[config.mk]
export PLATFORM = sky130hd
export DESIGN_NAME = reaction_ctrl
export DESIGN_NICKNAME = d
export VERILOG_FILES = /design/src/rtl/reaction_ctrl.sv
export SDC_FILE = /design/constraint.sdc
export NUM_CORES = 1
export LEC_CHECK = 0
export CAP_MARGIN = 10
export CELL_PAD_IN_SITES_DETAIL_PLACEMENT = 0
export CELL_PAD_IN_SITES_GLOBAL_PLACEMENT = 1
export CORE_MARGIN = 2
export CORE_UTILIZATION = 34
export CTS_BUF_LIST = sky130_fd_sc_hd__clkbuf_8
export CTS_CLUSTER_SIZE = 12
export DETAILED_ROUTE_END_ITERATION = 10
export PLACE_DENSITY_LB_ADDON = 0.1
export SYNTH_ARGS = -nofsm -noshare
export SYNTH_HDL_FRONTEND = slang
export SYNTH_SLANG_ARGS = --single-unit
[constraint.sdc]
create_clock -name CLK100MHZ -period 7.7 [get_ports CLK100MHZ]
set_clock_uncertainty 0.1 [all_clocks]
set_input_delay 1.155 -clock CLK100MHZ [delete_from_list [all_inputs] [get_ports CLK100MHZ]]
set_output_delay 1.155 -clock CLK100MHZ [all_outputs]
set_load 0.02 [all_outputs]
[src/rtl/reaction_ctrl.sv]
// Reaction-time game controller: random wait, stimulus light, ms timing of the
// reaction, and cheat/timeout detection, driving an external BCD ms counter chain.
module reaction_ctrl #(
  parameter int CLK_PER_MS  = 100000,
  parameter int WAIT_MIN_MS = 2000,
  parameter int RAND_BITS   = 11,
  parameter int TIMEOUT_MS  = 1000
) (
  input  logic        CLK100MHZ,
  input  logic        CPU_RESETN,
  input  logic        start_btn,
  input  logic        stop_btn,
  input  logic        clear_btn,
  output logic        timer_clr,
  output logic        timer_inc,
  output logic        stim_led,
  output logic [1:0]  disp_sel,
  output logic [13:0] react_ms,
  output logic [2:0]  state
);

  localparam int              PW        = (CLK_PER_MS > 1) ? $clog2(CLK_PER_MS) : 1;
  localparam logic [PW-1:0]   PRE_TC    = PW'(CLK_PER_MS - 1);
  localparam logic [15:0]     WAIT_MIN  = 16'(WAIT_MIN_MS);
  localparam logic [13:0]     REACT_MAX = '1;
  localparam logic [13:0]     TIMEOUT   = 14'(TIMEOUT_MS);

  typedef enum logic [2:0] {
    S_IDLE    = 3'd0,
    S_WAIT    = 3'd1,
    S_REACT   = 3'd2,
    S_RESULT  = 3'd3,
    S_TIMEOUT = 3'd4,
    S_CHEAT   = 3'd5
  } state_t;

  state_t        state_q, state_d;
  logic [2:0]    sync1_q, sync2_q, sync3_q;  // bit order {clear, stop, start}
  logic          start_e, stop_e, clear_e;
  logic [15:0]   lfsr_q;
  logic [PW-1:0] presc_q, presc_d;
  logic [15:0]   ms_cnt_q, ms_cnt_d, ms_next;
  logic [15:0]   wait_tgt_q, wait_tgt_d;
  logic [13:0]   react_q, react_d, react_inc;
  logic          timed, ms_tick;
  logic          stim_q;
  logic [1:0]    disp_q, disp_d;

  assign start_e   = sync2_q[0] & ~sync3_q[0];
  assign stop_e    = sync2_q[1] & ~sync3_q[1];
  assign clear_e   = sync2_q[2] & ~sync3_q[2];
  assign timed     = (state_q == S_WAIT) || (state_q == S_REACT);
  assign ms_tick   = timed && (presc_q == PRE_TC);
  assign ms_next   = ms_cnt_q + 16'd1;
  assign react_inc = (react_q == REACT_MAX) ? react_q : react_q + 14'd1;

  always_comb begin
    state_d    = state_q;
    ms_cnt_d   = ms_cnt_q;
    wait_tgt_d = wait_tgt_q;
    react_d    = react_q;
    timer_clr  = 1'b0;
    timer_inc  = 1'b0;
    case (state_q)
      S_IDLE: begin
        if (start_e) begin
          state_d    = S_WAIT;
          wait_tgt_d = WAIT_MIN + 16'(lfsr_q[RAND_BITS-1:0]);
          timer_clr  = 1'b1;
          react_d    = '0;
          ms_cnt_d   = '0;
        end
      end
      S_WAIT: begin
        if (clear_e) begin
          state_d = S_IDLE;
        end else if (stop_e) begin
          state_d = S_CHEAT;
        end else if (ms_tick) begin
          ms_cnt_d = ms_next;
          if (ms_next >= wait_tgt_q) begin
            state_d  = S_REACT;
            ms_cnt_d = '0;
          end
        end
      end
      S_REACT: begin
        if (clear_e) begin
          state_d = S_IDLE;
        end else begin
          // A tick coinciding with stop is still counted before freezing.
          if (ms_tick) begin
            timer_inc = 1'b1;
            react_d   = react_inc;
          end
          if (stop_e) begin
            state_d = S_RESULT;
          end else if (ms_tick && (react_inc == TIMEOUT)) begin
            state_d = S_TIMEOUT;
          end
        end
      end
      S_RESULT, S_TIMEOUT, S_CHEAT: begin
        if (clear_e) state_d = S_IDLE;
      end
      default: state_d = S_IDLE;
    endcase
  end

  // Prescaler restarts on every state change so each timed state gets a full first ms.
  always_comb begin
    presc_d = '0;
    if (timed && (state_d == state_q)) presc_d = ms_tick ? '0 : presc_q + 1'b1;
  end

  always_comb begin
    case (state_d)
      S_WAIT:                      disp_d = 2'd1;
      S_REACT, S_RESULT, S_TIMEOUT: disp_d = 2'd2;
      S_CHEAT:                     disp_d = 2'd3;
      default:                     disp_d = 2'd0;
    endcase
  end

  always_ff @(posedge CLK100MHZ or negedge CPU_RESETN) begin
    if (!CPU_RESETN) begin
      sync1_q    <= '0;
      sync2_q    <= '0;
      sync3_q    <= '0;
      lfsr_q     <= 16'hACE1;
      state_q    <= S_IDLE;
      presc_q    <= '0;
      ms_cnt_q   <= '0;
      wait_tgt_q <= '0;
      react_q    <= '0;
      stim_q     <= 1'b0;
      disp_q     <= 2'd0;
    end else begin
      sync1_q    <= {clear_btn, stop_btn, start_btn};
      sync2_q    <= sync1_q;
      sync3_q    <= sync2_q;
      lfsr_q     <= {lfsr_q[14:0], lfsr_q[15] ^ lfsr_q[13] ^ lfsr_q[12] ^ lfsr_q[10]};
      state_q    <= state_d;
      presc_q    <= presc_d;
      ms_cnt_q   <= ms_cnt_d;
      wait_tgt_q <= wait_tgt_d;
      react_q    <= react_d;
      stim_q     <= (state_d == S_REACT);
      disp_q     <= disp_d;
    end
  end

  assign stim_led = stim_q;
  assign disp_sel = disp_q;
  assign react_ms = react_q;
  assign state    = state_q;

endmodule

==> reports/qor.yml, run 1 <==
yosysTopAreaCell: "dfrtp_1"
worstSetupPathType: "reg -> out"
die_w_um: 119
utilization: 0.393
drc: 0
max_cap_viol_count: 0
end_kind: "output pin"
synth-seq-area-share: 0.502
clk_path_buf_depth: 2
synth_area_um2: 4510
cts_root_buffer: "clkbuf_8"
coreArea_um2: 13100
ant_nets: 0
num_rows: 42
yosysTopAreaCellShare: 0.455
dp.final_hpwl_um: 7030
synthAdderAreaFrac: 0.0444
post_drt_via_cell_ratio: 5.09
cts_buffers: 9
dr.pass1.iters: 4
gp_congestion: 0.809
cts_hold_buffers: 0
nets: 484
hold_path.class: "reg -> reg"
area_growth_pct: 14.1
setup_viol: 0
synth_top_family_by_area: "simple AND/OR/NAND/NOR gates"
period_share: 0.530
synth.distinct_cells: 53
leakagePower_uw: 0.00220
n_antenna_cell: 0
synth.mux.area_fraction: 0.00472
insertion_delay_ps: 370
nFillCells: 1269
holdWs_ps: 254
pre_cts_ws_ps: 3890
clk_pin_slew_ps: 90
synth_compound_area_frac: 0.156
crit_path_start_kind: "register"
die_h_um: 119
fin_crit_ps: 4080
grt_first_pass_wirelength_um: 17000
ir_drop_mv: 0.0768
relSlewSlack: 0.466
drv_slew: 0
multi_input_area_um2: 2100
synth_area_leaders: "dfrtp_1 (45%), dfstp_2 (4.7%), ha_1 (4.4%)"
htree_levels: 3
synth-seq-cells: 90
synth_common_cells: "dfrtp_1 (82), nand2_1 (35), a21oi_1 (27)"
drt_iter0_drc: 187
num_vias: 3278
max_freq_mhz: 245
routed_wl_um: 10000
synthArstFlopShare: 1.00
cts_sinks: 90
post_cts_resized: 0
avgSynthCellArea_um2: 10.1
synthFlopType: "dfrtp_1"
start_util: 0.345
grt_use_total: 0.153
layout-drive-gt1-share: 0.0876
portBuffers: 26
place_area_um2: 4910
synth-xor-area-share: 0.0738
worstMarginPinSlew_ps: 797
fin_area_um2: 5150
synth_edf_count: 0
power_density_nw_per_um2: 207
syn_inst: 445
cts_tree: "done"
yosysWarnings: 0
seqCellArea_um2: 2260
grt_pass1_vias: 3258
cp_max_fo: 13
grt_max_degree: 55
syn-num-nets: 466
synthSimpleGateAreaFrac: 0.187
hold_viol_final: 0
overflow: 0
cp_data_arrival_time_ps: 2830
crit_required_ps: 6440
yosysMostFrequentCell: "dfrtp_1"
timing.setup.tns_ps: 0
ios: 27
grt_setup_unrepaired: "false"
outcome: "complete, no violations"
wl_per_cell_um: 15.6
setup_ws_ps: 3620
postCtsSetupBuffers: 0
die-area_um2: 14200
antenna_found_initial: 0
-- logic make-up after synthesis --
family	Yosys count
muxes	2
and+or+nand+nor	158
DFF	90
buffers and inverters	36
xor gates and xnor gates	38
AOI/OAI and AO/OA	105
adders and majority gates	16
-- routing by layer --
metal	up-vias	global-route usage	share of wire
li1	1641	-	-
met1	1576	0.221	0.52
met2	50	0.220	0.43
met3	11	0.0307	0.032
met4	0	0.0670	0.019
met5	-	0	0
-- stage by stage --
step                      power, µW  instances
after CTS                      1090        644
final                          1070        644
after global placement          697        628
after floorplan                 637        445
after global routing           1130        644
after detailed placement        698        628
-- sequential cells by signal (all words and copies together) (netlist names), 3 cells and up --
register    cells
sync2_q         3
wait_tgt_q     12
state           3
lfsr_q         16
ms_cnt_q       16
react_ms       14
presc_q        17
sync3_q         3
sync1_q         3
-- report_power, final --
group | switching (µW) | internal, µW
Clock | 168 | 213
Sequential | 22.5 | 502
Combinational | 101 | 60.5
-- worst max-delay path: stages (launching register included) --
cell and delay (ps):
dfrtp_1 400, ha_1 220, and4_1 270, nand2_1 150, nor2_1 190, and3_1 520, clkdlybuf4s50_1 710
-- cell type report --
cell class | count | area share
Tap cell | 176 | 0.0428
Clock buffer | 9 | 0.0241
Sequential cell | 90 | 0.439
Inverter | 14 | 0.0102
Multi-Input combinational cell | 319 | 0.408
Timing Repair Buffer | 29 | 0.0544
Clock inverter | 7 | 0.0211
-- layout by cell type, fill, tap and decap left out, types with 7 or more instances in the layout --
cell type         n
dfrtp_1          82
nand2_1          35
a21oi_1          27
clkdlybuf4s50_1  25
nand3_1          23
nor2_1           23
o21ai_0          23
xnor2_1          19
xor2_1           19
nand4_1          17
ha_1             16
inv_1            15
a21oi_2          10
a32o_1            9
clkbuf_8          9
and3_1            8
and2_1            8
a31oi_1           8
dfstp_2           8
nor3_1            7
-- worst paths after layout --
path | slack, ps | to | startpoint | depth (start not counted)
max | 3620 | timer_inc | presc_q[0]$_DFF_PN0_ | 6
min | 250 | sync2_q[1]$_DFF_PN0_ | sync1_q[1]$_DFF_PN0_ | 0
max reg2reg | 3890 | presc_q[1]$_DFF_PN0_ | ms_cnt_q[0]$_DFFE_PN0P_ | 11
min reg2reg | 250 | sync2_q[1]$_DFF_PN0_ | sync1_q[1]$_DFF_PN0_ | 0
max in group asynchronous | 5790 | presc_q[8]$_DFF_PN0_ | CPU_RESETN | 2
min in group asynchronous | 640 | ms_cnt_q[12]$_DFFE_PN0P_ | CPU_RESETN | 1
No activity file was read; power rests on OpenSTA's default activity.
==> inputs of run 2 (changes only) <==
==> constraint.sdc (replaced) <==
create_clock -name CLK100MHZ -period 3.95 [get_ports CLK100MHZ]
set_clock_uncertainty 0.1 [all_clocks]
set_input_delay 0.5925 -clock CLK100MHZ [delete_from_list [all_inputs] [get_ports CLK100MHZ]]
set_output_delay 0.5925 -clock CLK100MHZ [all_outputs]
set_load 0.02 [all_outputs]
==> run 2 against run 1 <==
Sequential share of layout area is essentially flat. Via count is 3.0% higher. Register-to-register slack got worse by 3500 ps. Hold slack is essentially flat. Non-clock buffer count increased by 7. Sequential cell count unchanged. Count of clock-buffer cells in the layout unchanged. Wire length up 3.8%. Setup slack got worse by 3200 ps. Final area hardly changed. Core utilization about the same. Critical path type is now reg -> reg.
==> reports/qor.yml, run 2 (synthesis results as in run 1) <==
place_area_um2: 4970  # +1.1%
routed_wl_um: 10400  # +3.8%
period_share: 0.891
relSlewSlack: 0.361  # -0.106
timing.setup.tns_ps: 0  # unchanged
grt_first_pass_wirelength_um: 17900  # +5.4%
hold_path.class: "in -> async"
clk_path_buf_depth: 2  # unchanged
worstMarginPinSlew_ps: 959  # +162 ps
outcome: "complete, no violations"
top_register: "presc_q"
postCtsSetupBuffers: 0  # unchanged
path_cells: "ha_1 -> and3_1 -> nand4_1 -> xnor2_1 -> ha_1 -> nand2_1 -> o211ai_1 -> a211o_1 -> o211a_1 -> or4_1 -> buf_4 -> a21boi_0"
path_common_cell: "ha_1"
drv_slew: 0  # unchanged
wl_per_cell_um: 16.0  # +2.6%
ir_drop_mv: 0.210  # +170%
portBuffers: 26  # unchanged
htree_levels: 3  # unchanged
max_freq_mhz: 284
area_growth_pct: 14.1  # about the same
worstSetupPathType: "reg -> reg"
drt_iter0_drc: 181  # -3.2%
grt_use_total: 0.160  # +0.00739
crit_required_ps: 4150  # -2290 ps
insertion_delay_ps: 380  # about the same
ant_nets: 0  # unchanged
gp_congestion: 0.790  # -2.4%
max_stage_delay_ps: 470  # -240 ps
die-area_um2: 14200  # unchanged
num_vias: 3376  # +3.0%
cts_tree: "done"
end_kind: "register"
power_density_nw_per_um2: 378  # +82%
max_cap_viol_count: 0  # unchanged
cts_hold_buffers: 0  # unchanged
hold_viol_final: 0  # unchanged
fin_area_um2: 5140  # about the same
grt_setup_unrepaired: "false"
cpMaxStageDelayCell: "or4_1"
crit_buf_inv: 1  # unchanged
pre_cts_ws_ps: 478  # -3410 ps
setup_viol: 0  # unchanged
cts_sinks: 90  # unchanged
nets: 491  # +1.4%
cp_max_fo: 17  # +4
total_power_uw: 1940  # +82%
cts_root_buffer: "clkbuf_8"
dr.pass1.iters: 4  # unchanged
final_common_cell: "dfrtp_1"
fin_crit_ps: 3520
die_h_um: 119  # unchanged
top_regs: "presc_q (17), lfsr_q (16), ms_cnt_q (16)"
drc: 0  # unchanged
cts_buffers: 9  # unchanged
coreArea_um2: 13100  # unchanged
antenna_found_initial: 0  # unchanged
die_w_um: 119  # unchanged
crit_path_start_kind: "register"
start_util: 0.345  # unchanged
crit_family: "simple AND/OR/NAND/NOR gates"
dp.final_hpwl_um: 7120  # +1.4%
layout-drive-gt1-share: 0.101  # +0.0134
n_antenna_cell: 0  # unchanged
num_rows: 42  # unchanged
ios: 27  # unchanged
post_cts_resized: 0  # unchanged
mostFrequentLayoutCells: "dfrtp_1 (82), nand2_1 (35), a21oi_1 (27)"
clk_pin_slew_ps: 100  # about the same
cp_data_arrival_time_ps: 3720  # +890 ps
largest_reg_flops: 17  # unchanged
leakagePower_uw: 0.00220  # about the same
overflow: 0  # unchanged
grt_pass1_vias: 3435  # +5.4%
utilization: 0.393  # about the same
post_drt_via_cell_ratio: 5.19  # +1.9%
grt_max_degree: 74  # +35%
setup_ws_ps: 430  # -3190 ps
## run 2: per-stage QoR
step / hold WS, ps / instances
after floorplan: 197 / 445
after global placement: 235 / 635
after detailed placement: 239 / 635
after CTS: 261 / 651
after global routing: 280 / 651
final: 254 / 651
## run 2: routing by layer
layer	routed length [µm]	vias to the layer above	global-route usage
met4	220	0	0.0714
met5	0	-	0
met1	5250	1642	0.229
met3	320	14	0.0259
li1	-	1663	-
met2	4600	57	0.239
## run 2: layout make-up
type | instances | area, µm²
clock buffers | 9 | 124
clock inverters | 7 | 53.8
fillers | 1291 | 7940
inverters | 14 | 52.6
multi-input cells | 319 | 2100
flip-flops and latches | 90 | 2260
well taps | 176 | 220
repair buffers | 36 | 333
## run 2: final timing paths
check / from / slack, ps / cells after the start / to
max: ms_cnt_q[0]$_DFFE_PN0P_ / 430 / 12 / presc_q[1]$_DFF_PN0_
min: CPU_RESETN / 250 / 1 / ms_cnt_q[6]$_DFFE_PN0P_
max reg2reg: ms_cnt_q[0]$_DFFE_PN0P_ / 430 / 12 / presc_q[1]$_DFF_PN0_
min reg2reg: sync1_q[1]$_DFF_PN0_ / 260 / 0 / sync2_q[1]$_DFF_PN0_
max in group asynchronous: CPU_RESETN / 2700 / 2 / lfsr_q[10]$_DFF_PN1_
min in group CLK100MHZ: sync1_q[1]$_DFF_PN0_ / 260 / 0 / sync2_q[1]$_DFF_PN0_
## run 2: power breakdown
part,leakage (µW),switching (µW),internal [µW]
clock network,0.0000880,363,234
registers,0.00118,42.1,978
logic,0.000928,200,127
total,0.00220,605,1340
==> inputs of run 3 (changes only) <==
--- a/config.mk
+++ b/config.mk
@@ -14,6 +14,7 @@
 export CTS_CLUSTER_SIZE = 12
 export DETAILED_ROUTE_END_ITERATION = 10
 export PLACE_DENSITY_LB_ADDON = 0.1
+export RECOVER_POWER = 25
 export SYNTH_ARGS = -nofsm -noshare
 export SYNTH_HDL_FRONTEND = slang
 export SYNTH_SLANG_ARGS = --single-unit
==> run 3 against run 2 <==
The run now ends with max-capacitance violations, max-slew violations left. Die area unchanged. First-iteration DRC count increased by 4.4%. Global-route usage unchanged. Final area about the same. Setup slack improved by 6.2 ps. Critical path depth unchanged. Clock power about the same. Sequential power about the same. Core utilization about the same. Via count decreased by 0.27%. Highest routed layer unchanged. Cell count unchanged.
==> reports/qor.yml, run 3 (synthesis results as in run 1) <==
end_kind: "register"
routed_wl_um: 10400  # -0.19%
cts_root_buffer: "clkbuf_8"
layout-drive-gt1-share: 0.0884  # -0.0126
max_cap_viol_count: 1  # +1
relSlewSlack: -0.244  # -0.604
cts_hold_buffers: 0  # unchanged
hold_path.class: "reg -> reg"
cts_tree: "done"
pre_cts_ws_ps: 478  # unchanged
ant_nets: 0  # unchanged
area_growth_pct: 14.0  # about the same
largest_reg_flops: 17  # unchanged
drc: 0  # unchanged
worstSetupPathType: "reg -> reg"
num_rows: 42  # unchanged
insertion_delay_ps: 380  # about the same
r2r_cells: 12  # unchanged
dp.final_hpwl_um: 7120  # unchanged
clk_pin_slew_ps: 100  # about the same
max_freq_mhz: 285  # +0.18%
final_common_cell: "dfrtp_1"
top_regs: "presc_q (17), lfsr_q (16), ms_cnt_q (16)"
nets: 491  # unchanged
postCtsSetupBuffers: 0  # unchanged
gp_congestion: 0.790  # unchanged
die_w_um: 119  # unchanged
violations: "max-capacitance violations, max-slew violations"
path_common_cell: "ha_1"
hold_end: "sync2_q[1]$_DFF_PN0_"
grt_max_degree: 74  # unchanged
cts_sinks: 90  # unchanged
mostFrequentLayoutCells: "dfrtp_1 (82), nand2_1 (35), a21oi_1 (27)"
path_cells: "ha_1 -> and3_1 -> nand4_1 -> xnor2_1 -> ha_1 -> nand2_1 -> o211ai_1 -> a211o_1 -> o211a_1 -> or4_1 -> buf_4 -> a21boi_0"
hp-start: "sync1_q[1]$_DFF_PN0_"
dr.pass1.iters: 4  # unchanged
cp_max_fo: 17  # unchanged
ff2ff_setup_slack_ps: 440  # about the same
die_h_um: 119  # unchanged
crit_path_start_kind: "register"
coreArea_um2: 13100  # unchanged
cts_buffers: 9  # unchanged
cpMaxStageDelayCell: "or4_1"
place_inst: 635  # unchanged
worstMarginPinSlew_ps: 1870  # +907 ps
die-area_um2: 14200  # unchanged
nFillCells: 1292  # +0.077%
hold_depth: 0
n_antenna_cell: 0  # unchanged
max_stage_delay_ps: 470  # about the same
drt_iter0_drc: 189  # +4.4%
post_cts_resized: 0  # unchanged
reg2reg_to: "presc_q[1]$_DFF_PN0_"
ir_drop_mv: 0.210  # +0.18%
total_power_uw: 1940  # -0.12%
overflow: 0  # unchanged
cp_data_arrival_time_ps: 3710  # about the same
ios: 27  # unchanged
grt_use_total: 0.160  # unchanged
leakagePower_uw: 0.00220  # about the same
wl_per_cell_um: 15.9  # -0.19%
setup_viol: 0  # unchanged
post_drt_via_cell_ratio: 5.17  # -0.27%
antenna_found_initial: 0  # unchanged
drv_slew: 74  # +74
setup_ws_ps: 436  # +6.16 ps
period_share: 0.890  # -0.00156
outcome: "finished with violations"
portBuffers: 26  # unchanged
start_util: 0.345  # unchanged
timing.setup.tns_ps: 0  # unchanged
clk_path_buf_depth: 2  # unchanged
r2r-start: "ms_cnt_q[0]$_DFFE_PN0P_"
num_vias: 3367  # -0.27%
top_register: "presc_q"
htree_levels: 3  # unchanged
finalNonFillerCells: 651  # unchanged
grt_pass1_vias: 3435  # unchanged
crit_required_ps: 4150  # about the same
grt_setup_unrepaired: "false"
fin_crit_ps: 3510  # -6.16 ps
grt_first_pass_wirelength_um: 17900  # unchanged
hold_viol_final: 0  # unchanged
power_density_nw_per_um2: 378  # about the same
[run 3: cell count changes in the layout (fill, tap and decap cells not counted), sizes merged]
cell	delta
clkdlybuf4s50	-3
dlygate4sd3	+3
buf	-1
clkbuf	+1
[run 3: where the power goes]
part | switching [µW] | total (µW) | internal, µW
Combinational | 199 | 324 | 126
Sequential | 42.1 | 1020 | 978
Clock | 363 | 597 | 234
Total | 604 | 1940 | 1340
[run 3: how the worst max path moves through the flow]
stage,startpoint,to,cells after the start
after floorplan,ms_cnt_q[0]$_DFFE_PN0P_,presc_q[9]$_DFF_PN0_,14
after CTS,ms_cnt_q[0]$_DFFE_PN0P_,presc_q[1]$_DFF_PN0_,12
after detailed placement,ms_cnt_q[0]$_DFFE_PN0P_,presc_q[1]$_DFF_PN0_,12
after global placement,ms_cnt_q[0]$_DFFE_PN0P_,presc_q[1]$_DFF_PN0_,12
after global routing,ms_cnt_q[0]$_DFFE_PN0P_,presc_q[1]$_DFF_PN0_,12
final,ms_cnt_q[0]$_DFFE_PN0P_,presc_q[1]$_DFF_PN0_,12
[run 3: per-layer routing]
metal	routed length (µm)	up-vias	track usage	part of all wire
met3	327	14	0.0259	0.032
li1	-	1662	-	-
met1	5180	1639	0.229	0.50
met5	0	-	0	0
met4	221	0	0.0714	0.021
met2	4640	52	0.239	0.45
[run 3: cell type report]
type	instances	area, µm²	share of cell area
Inverter	14	52.6	0.0102
Clock inverter	7	53.8	0.0105
Timing Repair Buffer	36	330	0.0642
Multi-Input combinational cell	319	2100	0.408
Clock buffer	9	124	0.0241
Sequential cell	90	2260	0.440
Tap cell	176	220	0.0428
[run 3: stage by stage]
| stage | hold WS (ps) | util | cell area (µm²) |
|---|---|---|---|
| finish | 259 | 0.393 | 5140 |
| global route | 280 | 0.393 | 5140 |
| CTS | 261 | 0.393 | 5140 |
| detailed placement | 239 | 0.380 | 4970 |
| global placement | 235 | 0.380 | 4970 |
| floorplan | 197 | - | 4510 |
[run 3: worst max-delay path: cells and delay by family (launching register included)]
kind | cells | cell delay [ps]
adder cells (fa/ha/maj) | 2 | 550
XOR/XNOR | 1 | 230
AND/OR/NAND/NOR | 4 | 1030
buffers and inverters | 1 | 240
flip-flops | 1 | 440
AO/OA/AOI/OAI | 4 | 820
